$ cat src/rtl/nfc_stream_pkg.sv
// Shared definitions for the NAND read-stream packing path: halfword keep
// patterns, the legal output widths and a 2-bit popcount.
package nfc_stream_pkg;

  localparam logic [1:0] KEEP_FULL = 2'b11;
  localparam logic [1:0] KEEP_LOW  = 2'b01;
  localparam logic [1:0] KEEP_NONE = 2'b00;

  function automatic bit legal_out_bytes(input int unsigned n);
    return (n == 4) || (n == 8) || (n == 16);
  endfunction

  function automatic logic [1:0] popcount2(input logic [1:0] k);
    return {1'b0, k[0]} + {1'b0, k[1]};
  endfunction

endpackage

$ cat src/rtl/nfc_read_stream_packer_if.sv
// Halfword input stream and packed-word output stream of the read packer.
interface nfc_read_stream_packer_if #(
  parameter int unsigned OUT_BYTES = 8
);
  logic                   in_valid;
  logic                   in_ready;
  logic [15:0]            in_data;
  logic [1:0]             in_keep;
  logic                   in_last;
  logic                   out_valid;
  logic                   out_ready;
  logic [8*OUT_BYTES-1:0] out_data;
  logic [OUT_BYTES-1:0]   out_keep;
  logic                   out_last;

  modport slave (
    input  in_valid, in_data, in_keep, in_last, out_ready,
    output in_ready, out_valid, out_data, out_keep, out_last
  );

  modport master (
    output in_valid, in_data, in_keep, in_last, out_ready,
    input  in_ready, out_valid, out_data, out_keep, out_last
  );
endinterface

$ cat src/rtl/nfc_stream_skid2.sv
// Two-entry valid/ready buffer; the upstream ready is registered so it has
// no combinational dependency on pop_ready.
module nfc_stream_skid2 #(
  parameter int unsigned WIDTH = 8
) (
  input  logic             clk,
  input  logic             rst_n,
  input  logic             flush,
  input  logic             push,
  input  logic [WIDTH-1:0] push_data,
  output logic             ready,
  output logic             pop_valid,
  input  logic             pop_ready,
  output logic [WIDTH-1:0] pop_data
);

  logic [WIDTH-1:0] mem [2];
  logic             rd_ptr;
  logic             wr_ptr;
  logic [1:0]       count;
  logic [1:0]       count_next;
  logic             do_push;
  logic             do_pop;

  always_comb begin
    do_pop     = pop_valid & pop_ready;
    do_push    = push & ((count != 2'd2) | do_pop);
    count_next = count;
    case ({do_push, do_pop})
      2'b10:   count_next = count + 2'd1;
      2'b01:   count_next = count - 2'd1;
      default: count_next = count;
    endcase
  end

  assign pop_valid = (count != 2'd0);
  assign pop_data  = mem[rd_ptr];

  always_ff @(posedge clk or negedge rst_n) begin
    if (!rst_n) begin
      mem[0] <= '0;
      mem[1] <= '0;
      rd_ptr <= 1'b0;
      wr_ptr <= 1'b0;
      count  <= '0;
      ready  <= 1'b0;
    end else if (flush) begin
      mem[0] <= '0;
      mem[1] <= '0;
      rd_ptr <= 1'b0;
      wr_ptr <= 1'b0;
      count  <= '0;
      ready  <= 1'b0;
    end else begin
      if (do_push) begin
        mem[wr_ptr] <= push_data;
        wr_ptr      <= ~wr_ptr;
      end
      if (do_pop) begin
        rd_ptr <= ~rd_ptr;
      end
      count <= count_next;
      // Ready mirrors "not full" for the state being entered this edge.
      ready <= (count_next != 2'd2);
    end
  end

endmodule

$ cat src/rtl/nfc_read_stream_packer.sv
// Packs 16-bit NAND read beats into OUT_BYTES-wide words, counts bytes per
// frame and flags length and keep-pattern errors.
module nfc_read_stream_packer
  import nfc_stream_pkg::*;
#(
  parameter int unsigned OUT_BYTES   = 8,
  parameter int unsigned COUNT_WIDTH = 16
) (
  input  logic                   iSystemClock,
  input  logic                   iModuleReset_n,
  input  logic                   iFlush,
  input  logic [COUNT_WIDTH-1:0] iExpectedBytes,
  output logic                   oFrameDone,
  output logic [COUNT_WIDTH-1:0] oFrameBytes,
  output logic                   oLengthError,
  output logic                   oKeepError,
  nfc_read_stream_packer_if.slave bus
);

  localparam int unsigned SLOTS  = OUT_BYTES / 2;
  localparam int unsigned IDX_W  = $clog2(SLOTS);
  localparam int unsigned WORD_W = 8 * OUT_BYTES + OUT_BYTES + 1;
  localparam logic [IDX_W-1:0] LAST_IDX = IDX_W'(SLOTS - 1);

  if (!legal_out_bytes(OUT_BYTES)) begin : g_bad_out_bytes
    $error("nfc_read_stream_packer: OUT_BYTES must be 4, 8 or 16");
  end

  logic [8*OUT_BYTES-1:0] acc_data;
  logic [OUT_BYTES-1:0]   acc_keep;
  logic [IDX_W-1:0]       idx;
  logic [COUNT_WIDTH-1:0] byte_cnt;

  logic                   beat;
  logic                   keep_legal;
  logic [1:0]             eff_keep;
  logic [15:0]            slot_data;
  logic [8*OUT_BYTES-1:0] next_data;
  logic [OUT_BYTES-1:0]   next_keep;
  logic                   push_word;
  logic [COUNT_WIDTH:0]   sum_wide;
  logic [COUNT_WIDTH-1:0] cnt_next;
  logic [WORD_W-1:0]      head;

  always_comb begin
    beat       = bus.in_valid & bus.in_ready & ~iFlush;
    keep_legal = (bus.in_keep == KEEP_FULL) ||
                 (bus.in_last && ((bus.in_keep == KEEP_LOW) || (bus.in_keep == KEEP_NONE)));
    eff_keep   = keep_legal ? bus.in_keep : KEEP_FULL;
    slot_data  = {eff_keep[1] ? bus.in_data[15:8] : 8'h00,
                  eff_keep[0] ? bus.in_data[7:0]  : 8'h00};
    next_data  = acc_data;
    next_keep  = acc_keep;
    next_data[idx*16 +: 16] = slot_data;
    next_keep[idx*2 +: 2]   = eff_keep;
    push_word  = beat & (bus.in_last | (idx == LAST_IDX));
    sum_wide   = {1'b0, byte_cnt} + {{(COUNT_WIDTH-1){1'b0}}, popcount2(eff_keep)};
    cnt_next   = sum_wide[COUNT_WIDTH] ? '1 : sum_wide[COUNT_WIDTH-1:0];
  end

  always_ff @(posedge iSystemClock or negedge iModuleReset_n) begin
    if (!iModuleReset_n) begin
      acc_data     <= '0;
      acc_keep     <= '0;
      idx          <= '0;
      byte_cnt     <= '0;
      oFrameBytes  <= '0;
      oFrameDone   <= 1'b0;
      oLengthError <= 1'b0;
      oKeepError   <= 1'b0;
    end else if (iFlush) begin
      acc_data     <= '0;
      acc_keep     <= '0;
      idx          <= '0;
      byte_cnt     <= '0;
      oFrameBytes  <= '0;
      oFrameDone   <= 1'b0;
      oLengthError <= 1'b0;
      oKeepError   <= 1'b0;
    end else begin
      oFrameDone   <= 1'b0;
      oLengthError <= 1'b0;
      if (beat) begin
        if (!keep_legal) begin
          oKeepError <= 1'b1;
        end
        // A pushed word leaves the accumulator zeroed so partial words pad with 0.
        if (push_word) begin
          acc_data <= '0;
          acc_keep <= '0;
          idx      <= '0;
        end else begin
          acc_data <= next_data;
          acc_keep <= next_keep;
          idx      <= idx + 1'b1;
        end
        if (bus.in_last) begin
          oFrameBytes  <= cnt_next;
          byte_cnt     <= '0;
          oFrameDone   <= 1'b1;
          oLengthError <= (iExpectedBytes != '0) && (cnt_next != iExpectedBytes);
        end else begin
          byte_cnt <= cnt_next;
        end
      end
    end
  end

  nfc_stream_skid2 #(
    .WIDTH(WORD_W)
  ) u_out_buf (
    .clk       (iSystemClock),
    .rst_n     (iModuleReset_n),
    .flush     (iFlush),
    .push      (push_word),
    .push_data ({next_data, next_keep, bus.in_last}),
    .ready     (bus.in_ready),
    .pop_valid (bus.out_valid),
    .pop_ready (bus.out_ready),
    .pop_data  (head)
  );

  assign {bus.out_data, bus.out_keep, bus.out_last} = head;

endmodule
$ cat src/flat_wrapper.sv
// flat-port wrapper written by rule: the top's interface ports become plain ports
module nfc_read_stream_packer_flat import nfc_stream_pkg::*;
#(
  parameter int unsigned OUT_BYTES   = 8,
  parameter int unsigned COUNT_WIDTH = 16
)
  (iSystemClock, iModuleReset_n, iFlush, iExpectedBytes, oFrameDone, oFrameBytes, oLengthError, oKeepError, bus_in_valid, bus_in_data, bus_in_keep, bus_in_last, bus_out_ready, bus_in_ready, bus_out_valid, bus_out_data, bus_out_keep, bus_out_last);
  nfc_read_stream_packer_if #(.OUT_BYTES(OUT_BYTES)) bus_i ();
  input  logic iSystemClock;
  input  logic iModuleReset_n;
  input  logic iFlush;
  input  logic [COUNT_WIDTH-1:0] iExpectedBytes;
  output logic oFrameDone;
  output logic [COUNT_WIDTH-1:0] oFrameBytes;
  output logic oLengthError;
  output logic oKeepError;
  input wire logic [$bits(bus_i.in_valid)-1:0] bus_in_valid;
  input wire logic [$bits(bus_i.in_data)-1:0] bus_in_data;
  input wire logic [$bits(bus_i.in_keep)-1:0] bus_in_keep;
  input wire logic [$bits(bus_i.in_last)-1:0] bus_in_last;
  input wire logic [$bits(bus_i.out_ready)-1:0] bus_out_ready;
  output wire logic [$bits(bus_i.in_ready)-1:0] bus_in_ready;
  output wire logic [$bits(bus_i.out_valid)-1:0] bus_out_valid;
  output wire logic [$bits(bus_i.out_data)-1:0] bus_out_data;
  output wire logic [$bits(bus_i.out_keep)-1:0] bus_out_keep;
  output wire logic [$bits(bus_i.out_last)-1:0] bus_out_last;
  assign bus_i.in_valid = bus_in_valid;
  assign bus_i.in_data = bus_in_data;
  assign bus_i.in_keep = bus_in_keep;
  assign bus_i.in_last = bus_in_last;
  assign bus_i.out_ready = bus_out_ready;
  assign bus_in_ready = bus_i.in_ready;
  assign bus_out_valid = bus_i.out_valid;
  assign bus_out_data = bus_i.out_data;
  assign bus_out_keep = bus_i.out_keep;
  assign bus_out_last = bus_i.out_last;
  nfc_read_stream_packer #(.OUT_BYTES(OUT_BYTES), .COUNT_WIDTH(COUNT_WIDTH)) u_core (.iSystemClock(iSystemClock), .iModuleReset_n(iModuleReset_n), .iFlush(iFlush), .iExpectedBytes(iExpectedBytes), .oFrameDone(oFrameDone), .oFrameBytes(oFrameBytes), .oLengthError(oLengthError), .oKeepError(oKeepError), .bus(bus_i));
endmodule
$ cat config.mk
export PLATFORM = sky130hd
export DESIGN_NAME = nfc_read_stream_packer_flat
export DESIGN_NICKNAME = d
export VERILOG_FILES = /design/src/rtl/nfc_stream_pkg.sv /design/src/rtl/nfc_read_stream_packer_if.sv /design/src/rtl/nfc_stream_skid2.sv /design/src/rtl/nfc_read_stream_packer.sv /design/src/flat_wrapper.sv
export SDC_FILE = /design/constraint.sdc
export NUM_CORES = 1
export LEC_CHECK = 0
export BUFFER_PORTS_ARGS = -buffer_cell sky130_fd_sc_hd__buf_4
export CAP_MARGIN = 20
export CORE_ASPECT_RATIO = 1.4
export CORE_UTILIZATION = 40
export DETAILED_ROUTE_END_ITERATION = 10
export GPL_TIMING_DRIVEN = 0
export HOLD_SLACK_MARGIN = 0.02
export PLACE_DENSITY_LB_ADDON = 0.2
export SKIP_CTS_REPAIR_TIMING = 1
export SLEW_MARGIN = 5
export SYNTH_ARGS = -nofsm -noshare
export SYNTH_HDL_FRONTEND = slang
export SYNTH_SLANG_ARGS = --single-unit
$ cat constraint.sdc
create_clock -name iSystemClock -period 2.4 [get_ports iSystemClock]
set_input_delay 0.24 -clock iSystemClock [delete_from_list [all_inputs] [get_ports iSystemClock]]
set_output_delay 0.24 -clock iSystemClock [all_outputs]
set_load 0.01 [all_outputs]
==> summary.txt <==
Ant. Diodes - 0
RSZ-0062 raised after global routing - true
DRT Pass-1 Iters - 5
class of the most critical setup path - register to register
flop2flop setup slack - -90 ps
Crit path top cell by count - inv_2
CP peak stage delay - 360 ps
largest net degree at the start of global routing - 113
post-synthesis sequential area ratio - 51.8%
CTS tree - built
Synth area leader - dfrtp_1
run status - finished with violations
Hold WS - 57.5 ps
ys flop type - dfrtp_1
CTS root buffer - clkbuf_16
Syn Inst Count - 1230
Async SR Flop Fraction - 100%
Area Overhead vs Synth - 21.9%
synthesis-stage register bit count - 260
DRT iter0 DRCs - 625
total leakage power - 6.91 nW
Slew Limit Fails - 0
Wirelength per Cell - 21.5 um
input/output buffers - 133
minimum clock period - 2490 ps
HP Class - input port to register
crit-path max FO - 6
max_cap viols - 0
Setup crit end kind - register
first-pass GRT wire length - 60000 um
routed via count - 10300
Initial Util - 40.8%
Finished Cell Area - 15300 um^2
Placement Rows - 76
# IOs - 134
Peak VDD IR - 0.463 mV
final wirelength - 39000 um
hpwl dp - 27000 um
CTS H-tree depth - 1
Tcrit/Tclk final - 104%
Synth Cell Area - 12600 um^2
total global-route track usage - 24.2%
Area after DPL - 14200 um^2
Nets - 1455
fmax - 402 MHz
die area - 32100 um^2
ANT nets after route - 0
vias in the first global route - 10100
cell area power density - 637 nW/um^2
clk buf depth - 3
die height - 212 um
CTS Sinks - 260
# fillers - 2934
Syn Area/Cell - 10.2 um^2
Synth Warn # - 0
CTS buffer count - 27
WP data required - 2820 ps
Core ar. - 30800 um^2
Vias/cell - 5.67
GP Congestion - 0.855
Worst-path clk slew - 60 ps
skew final - 11.4 ps
critical path's top delay family - simple AND/OR/NAND/NOR gates
Core Util, Final - 49.7%
setup violators final - 2
Die W - 152 um
layout cells sized above 1 - 25.2%
CP arrival - 2910 ps
area share of the largest cell type after synthesis - 51.8%
crit-path cells - inv_2 -> fa_2 -> inv_2 -> ha_4 -> nand3_4 -> buf_8 -> buf_12 -> nor3_4 -> o211ai_1 -> nand3_1 -> o2111ai_1 -> nor4_1 -> a31oi_1
Slew @ Worst Pin - 886 ps
drt drc - 0
Synthesized Nets - 1279
grt total ovfl - 0
most frequent cell after synthesis - dfrtp_1
initial antenna violation count - 1
fin worst setup slack - -89.8 ps
failing checks - setup timing
slew margin rel. - 40.9%
Clock Latency Late Sink - 560 ps
Final Hold Fails - 0
ranking of synthesized cells by area - dfrtp_1 (52%), mux2_2 (9.4%), o21ai_0 (8.9%)
Post-synth top cells - dfrtp_1 (260), o21ai_0 (224), nand2_1 (147), nand3b_1 (147), mux2_2 (105)
Critical-path top delay cell - fa_2
startpoint types - register
EDFF count, synth - 0
Distinct cells, synth - 57
CP bufs+invs - 4
[power breakdown]
group / internal, mW / switching (mW) / total (mW)
logic: 0.283 / 0.540 / 0.823
clock network: 2.71 / 1.79 / 4.50
registers: 4.42 / 0.0235 / 4.44
total: 7.41 / 2.35 / 9.77
[registers in the layout (all words and copies together), names as in the netlist]
name / cells
u_core.acc_keep: 8
u_core.byte_cnt: 16
u_core.u_out_buf.count: 2
u_core.oFrameBytes: 16
u_core.u_out_buf.rd_ptr: 1
u_core.acc_data: 64
u_core.u_out_buf.wr_ptr: 1
u_core.idx: 2
u_core.u_out_buf.ready: 1
u_core.oLengthError: 1
u_core.oKeepError: 1
u_core.oFrameDone: 1
u_core.u_out_buf.mem: 146
[cells in the final DEF (no fill, tap or decap), types with 7 or more instances in the layout]
cell type	count
clkbuf_16	27
o21ai_0	224
xnor2_1	14
a22o_1	18
clkbuf_1	67
buf_4	143
mux2_2	105
xor2_1	8
nand3b_1	147
nor2_1	19
a21oi_1	21
nand2_1	146
clkbuf_8	7
nand3_1	14
clkbuf_2	14
dfrtp_1	259
a22oi_1	32
inv_1	8
buf_2	10
o21ai_1	23
ha_1	7
[path summary, 6_finish.rpt]
kind | to | cells past startpoint | from
max in group asynchronous | u_core.u_out_buf.mem[118]$_DFFE_PN0P_ | 4 | iModuleReset_n
min reg2reg | u_core.oFrameBytes[14]$_DFFE_PN0P_ | 2 | u_core.oFrameBytes[14]$_DFFE_PN0P_
min | u_core.oKeepError$_DFFE_PN0P_ | 4 | bus_in_keep[0]
max reg2reg | u_core.oLengthError$_DFF_PN0_ | 13 | u_core.byte_cnt[0]$_DFFE_PN0P_
min in group asynchronous | u_core.oFrameBytes[10]$_DFFE_PN0P_ | 2 | iModuleReset_n
max | u_core.oLengthError$_DFF_PN0_ | 13 | u_core.byte_cnt[0]$_DFFE_PN0P_
[logic make-up after synthesis]
| logic type | Yosys count | share of synthesized area [%] |
|---|---|---|
| flip-flops | 260 | 51.8 |
| buffers and inverters | 110 | 3.45 |
| multiplexers | 106 | 9.49 |
| AND/OR/NAND/NOR | 380 | 17.5 |
| adder cells (fa/ha/maj) | 9 | 0.956 |
| XOR/XNOR | 22 | 1.53 |
| AO/OA/AOI/OAI | 343 | 15.3 |
[worst min-delay path: stages]
cell and delay, ps:
buf_4 110, a211oi_1 80, nor2_1 90, nor2_1 40
[stage by stage]
step | setup WS (ps) | cells | TNS (ps) | total power [mW]
2_1_floorplan | 25.5 | 1230 | 0 | 4.91
3_3_place_gp | -1170 | 1753 | -336400 | 5.31
3_5_place_dp | -527 | 1756 | -33720 | 5.33
4_1_cts | -616 | 1805 | -64630 | 9.85
5_1_grt | -259 | 1816 | -1550 | 10.1
6_report | -89.8 | 1816 | -95.3 | 9.77
[area by class of cell]
type                    instances  area (um^2)  area share (%)
clock inverters                10          156            1.02
multi-input cells             860         5730            37.4
clock buffers                  39          791            5.16
inverters                      13         52.6           0.343
well taps                     390          488            3.18
repair buffers                147         1170            7.61
plain buffers                  97          434            2.83
flip-flops and latches        260         6510            42.5
[metal layers]
metal  global-route usage (%)  vias up  routed length, um
li1                         -     4768                  -
met1                     32.2     5145              16500
met2                     40.0      326              19000
met4                     8.97        0               1320
met5                        0        -                  0
met3                     3.36       60               2260
Power figures use the tool's default switching activity.
